==> config.mk <==
export PLATFORM = sky130hd
export DESIGN_NAME = piso_led_shifter
export DESIGN_NICKNAME = d
export VERILOG_FILES = /design/src/rtl/piso_pkg.sv /design/src/rtl/piso_tick_gen.sv /design/src/rtl/piso_led_shifter.sv
export SDC_FILE = /design/constraint.sdc
export NUM_CORES = 1
export LEC_CHECK = 0
export ABC_AREA = 0
export CELL_PAD_IN_SITES_DETAIL_PLACEMENT = 0
export CELL_PAD_IN_SITES_GLOBAL_PLACEMENT = 1
export CORE_MARGIN = 4
export CORE_UTILIZATION = 31
export CTS_CLUSTER_DIAMETER = 80
export DETAILED_ROUTE_END_ITERATION = 8
export HOLD_SLACK_MARGIN = 0.06
export PLACE_DENSITY = 0.74
export SETUP_SLACK_MARGIN = 0.15
export SYNTH_ARGS = -nofsm -noshare
export SYNTH_HDL_FRONTEND = slang
export SYNTH_SLANG_ARGS = --single-unit
==> constraint.sdc <==
create_clock -name clk -period 1.9 [get_ports clk]
set_input_delay 0.38 -clock clk [delete_from_list [all_inputs] [get_ports clk]]
set_output_delay 0.38 -clock clk [all_outputs]
set_load 0.005 [all_outputs]
==> src/rtl/piso_pkg.sv <==
// Shared defaults and helpers for the PISO LED shifter and its prescaler.
package piso_pkg;

    localparam int unsigned DefaultWidth   = 4;
    localparam int unsigned DefaultTickDiv = 1;

    // Enough bits to hold every count from 0 up to and including width.
    function automatic int unsigned bits_left_width(input int unsigned width);
        return int'($clog2(width + 1));
    endfunction

endpackage

==> src/rtl/piso_tick_gen.sv <==
// Shift-tick prescaler: one-cycle tick every TICK_DIV clocks, restartable from zero.
module piso_tick_gen
    import piso_pkg::*;
#(
    parameter int unsigned TICK_DIV = DefaultTickDiv
) (
    input  logic clk,
    input  logic clear,
    input  logic restart,
    output logic tick
);

    // A divide-by-one counter still needs one bit; it simply never leaves zero.
    localparam int unsigned CntW    = (TICK_DIV > 1) ? $clog2(TICK_DIV) : 1;
    localparam logic [CntW-1:0] LastCnt = CntW'(TICK_DIV - 1);

    logic [CntW-1:0] count_q, count_d;

    assign tick = (count_q == LastCnt);

    always_comb begin
        count_d = count_q + CntW'(1);
        if (restart || tick) begin
            count_d = '0;
        end
    end

    always_ff @(posedge clk) begin
        if (clear) begin
            count_q <= '0;
        end else begin
            count_q <= count_d;
        end
    end

endmodule

==> src/rtl/piso_led_shifter.sv <==
// Parallel-in/serial-out shift register mirrored onto LEDs, with a bit counter
// tracking how many loaded bits are still waiting to be shifted out.
module piso_led_shifter
    import piso_pkg::*;
#(
    parameter int unsigned WIDTH     = DefaultWidth,
    parameter bit          MSB_FIRST = 1'b0,
    parameter int unsigned TICK_DIV  = DefaultTickDiv,
    parameter logic        FILL_BIT  = 1'b0
) (
    input  logic                                clk,
    input  logic                                clear,
    input  logic                                load,
    input  logic [WIDTH-1:0]                    parallel_in,
    output logic                                serial_out,
    output logic [WIDTH-1:0]                    leds,
    output logic                                busy,
    output logic                                done,
    output logic [bits_left_width(WIDTH)-1:0]   bits_left
);

    localparam int unsigned BlW = bits_left_width(WIDTH);
    localparam logic [BlW-1:0] FullCount = BlW'(WIDTH);
    localparam logic [BlW-1:0] OneLeft   = BlW'(1);

    logic [WIDTH-1:0] shreg_q, shreg_d, shifted;
    logic [BlW-1:0]   bits_q, bits_d;
    logic             done_q, done_d;
    logic             tick;

    piso_tick_gen #(
        .TICK_DIV (TICK_DIV)
    ) u_tick_gen (
        .clk     (clk),
        .clear   (clear),
        .restart (load),
        .tick    (tick)
    );

    always_comb begin
        if (MSB_FIRST) begin
            shifted = {shreg_q[WIDTH-2:0], FILL_BIT};
        end else begin
            shifted = {FILL_BIT, shreg_q[WIDTH-1:1]};
        end
    end

    // Load beats a coincident tick, so a reload on the final tick never pulses done.
    always_comb begin
        shreg_d = shreg_q;
        bits_d  = bits_q;
        done_d  = 1'b0;
        if (load) begin
            shreg_d = parallel_in;
            bits_d  = FullCount;
        end else if (tick) begin
            shreg_d = shifted;
            if (bits_q != '0) begin
                bits_d = bits_q - OneLeft;
            end
            done_d = (bits_q == OneLeft);
        end
    end

    always_ff @(posedge clk) begin
        if (clear) begin
            shreg_q <= '0;
            bits_q  <= '0;
            done_q  <= 1'b0;
        end else begin
            shreg_q <= shreg_d;
            bits_q  <= bits_d;
            done_q  <= done_d;
        end
    end

    assign serial_out = MSB_FIRST ? shreg_q[WIDTH-1] : shreg_q[0];
    assign leds       = shreg_q;
    assign busy       = (bits_q != '0);
    assign done       = done_q;
    assign bits_left  = bits_q;

endmodule

==> key figures, run 1 <==
STA
  • Maximum clock frequency: 600.0 MHz
  • Setup Skew: 3.340 ps
  • Clock period minus worst slack: 1667 ps
  • Final Max Slew Viols: 0
  • Final TNS setup: 0 ps
  • Final worst slack: approximately 230 ps
  • RSZ-0062 raised after global routing: false
  • Final Hold Fails: 0
  • Final period utilization: 0.8772
  • # setup viols final: 0
  • Final hold slack: 496.5 ps

Setup path
  • Crit path buffers/inverters: 1
  • CP cell instances: clkdlybuf4s50_1
  • Worst setup SP type: register
  • CP Max Fanout: 5
  • Top Family by Delay on Critical Path: buffers and inverters
  • WS Path Type: reg2out
  • Critical path's largest stage delay: 560 ps
  • CP Data Arrival Time: about 1300 ps
  • Slowest stage cell, crit path: clkdlybuf4s50_1
  • Crit path launch: bits_left[2]
  • Required time of the critical path: 1520 ps
  • RR Startpoint: u_tick_gen.count_q
  • Setup crit end kind: primary output

Floorplan
  • Initial core utilization: 0.3295
  • Core Region: between 1000 and 1500 sq um
  • Site row count: 13
  • Io pins: 17
  • Die W: 45.43 um
  • Die Y: about 45 um
  • Die ar.: a little over 2000 sq um

GRT
  • Largest net degree at the start of global routing: 12
  • GRT Total Usage: 0.09709
  • First-pass GRT wire length: 1421 um
  • Vias in the first global route: 348
  • Grt total ovfl: 0
  • Initial antenna violation count: 0

Synthesis
  • Synth warnings: 0
  • Post-synth top area share: 0.4150
  • Post-synth EDFFs: 0
  • Post-synth top flop: dfxtp_1
  • Async SR Flop Fraction: 0
  • Area leader, netlist: dfxtp_1
  • Number of library cell types mapped by synthesis: 21
  • Cell types occupying the most area after synthesis: dfxtp_1 (41%), ha_1 (8.6%), mux2_2 (7.8%)
  • Mapped Cells: 44
  • Post-synthesis instance area: ~430 sq um
  • Mapped Nets: between 50 and 60
  • Synth Register Bits: 9
  • Cell with the most instances after synthesis: dfxtp_1
  • Sequential fraction of the synthesis area: 0.4150
  • Post-synth top cells: dfxtp_1 (9), nor2_1 (4)
  • Avg Inst Size Synth: 9.867 sq um

Route
  • Drt drc: 0
  • WL/cell: 11.65 um
  • Initial drt markers: 1
  • Pre-Repair DR Iteration Count: 4
  • Vias per Instance: 4.731
  • Post-route antenna net violation count: 0
  • Final wirelength: 909 um
  • Via count: 369

Place
  • DP Worst Slack: 151.9 ps
  • Cell Area, Placed: 596.8 sq um
  • DP Wirelength: 645.8 um
  • PortBufs: 16
  • GP Congestion: 0.7422

Clocking
  • Clock root buffer: clkbuf_4
  • Clk pin slew, worst setup/hold paths: 60 ps
  • Maximum root-to-sink buffer count: 2
  • Clock H-tree levels: 1
  • CTS tree: yes
  • Clock Latency Late Sink: 260 ps
  • Number of buffers created by CTS: 3
  • # clock sinks: 9
  • # hold bufs at CTS: 0

Cells and area
  • Finished Core Util: 0.4948
  • Post-layout instance area: 651.9 sq um
  • Layout Nets: 74
  • Antenna Diode Count: 0
  • Area grow syn2layout: 50.14%
  • Layout cells sized above 1: 0.2222

Pwr
  • Pwr per Cell Area: 668.6 nW/um^2
  • Leakage dissipation: 0.2660 nW
  • Max IR drop VDD: 0.3780 mV

Worst hold path
  • Hold_sp: bits_left[1]
  • HP Class: reg2reg

Run status
  • Status: finished, final reports clean

Flow run
  • # Max-Cap Violations: 0
[cell type report]
cell class	instances	area, sq um
Multi-Input combinational cell	29	239.0
Fill cell	129	665.6
Tap cell	15	18.77
Timing Repair Buffer	18	173.9
Clock buffer	4	26.28
Inverter	3	11.26
Sequential cell	9	182.7
[final timing paths]
check                      end  slack (ps)  cells after the start
setup / recovery  bits_left[2]         230                      1
hold / removal    bits_left[1]         500                      2
setup reg to reg       leds[0]         670                      3
hold reg to reg   bits_left[1]         500                      2
[cell usage in the layout (no fill, tap or decap), drive strengths merged]
master,count
clkdlybuf4s50,15
dfxtp,9
nor2,4
clkbuf,4
a21oi,3
mux2,3
mux2i,3
inv,3
ha,3
o21ai,2
or3,2
buf,2
nor4b,2
nor2b,1
nand2b,1
a211oi,1
or2,1
nand2,1
nand3b,1
dlygate4sd2,1
conb,1
[state kept, by name (all words and copies together), names as in the netlist]
signal and flops:
leds 4, bits_left 3, done 1, u_tick_gen.count_q 1
[report_power, final]
part,total [mW],switching [mW],internal [mW]
Clock,0.146,0.0648,0.0808
Combinational,0.0797,0.0275,0.0522
Sequential,0.210,0.0117,0.199
Total,0.436,0.104,0.332
[metrics by stage]
| stage | power [mW] | cells |
|---|---|---|
| final | 0.4358 | 78 |
| after detailed placement | 0.2893 | 73 |
| after global placement | 0.2887 | 73 |
| after floorplan | 0.2478 | 44 |
| after CTS | 0.4408 | 78 |
| after global routing | 0.4611 | 78 |
[cells by family (layout without fill, tap and decap cells)]
| family | after synthesis | in the layout | synth area share |
|---|---|---|---|
| AOI/OAI and AO/OA | 6 | 6 | 0.07493 |
| other | 1 | 1 | 0.008637 |
| muxes | 6 | 6 | 0.1470 |
| and+or+nand+nor | 13 | 13 | 0.1873 |
| buffers and inverters | 6 | 25 | 0.08068 |
| DFF | 9 | 9 | 0.4150 |
| adders and majority gates | 3 | 3 | 0.08646 |
[routing by layer]
| layer | track usage | part of all wire | wire [um] |
|---|---|---|---|
| met2 | 0.1448 | 0.45 | 407 |
| met1 | 0.1172 | 0.46 | 420 |
| met4 | 0.07018 | 0.017 | 15 |
| met5 | 0 | 0 | 0 |
| met3 | 0.02767 | 0.073 | 66 |
[what timing repair did]
action                                  in CTS  in global routing
endpoints found under the setup margin       1                  1
buffers inserted                             1                  0
pin swaps                                    0                  1
gates resized for setup                      5                  3
Note: power is estimated with default switching activity, not from simulation.
==> run 2, diff against run 1 <==
Settings changed: SLEW_MARGIN from default to 20.
==> results of run 2 <==
Same layout as run 1: the final DEF is identical, and so are final timing and power.
==> run 3, diff against run 2 <==
Settings changed: CTS_CLUSTER_SIZE from default to 8.
==> results of run 3 <==
Same layout as run 1: the final DEF is identical, and so are final timing and power.
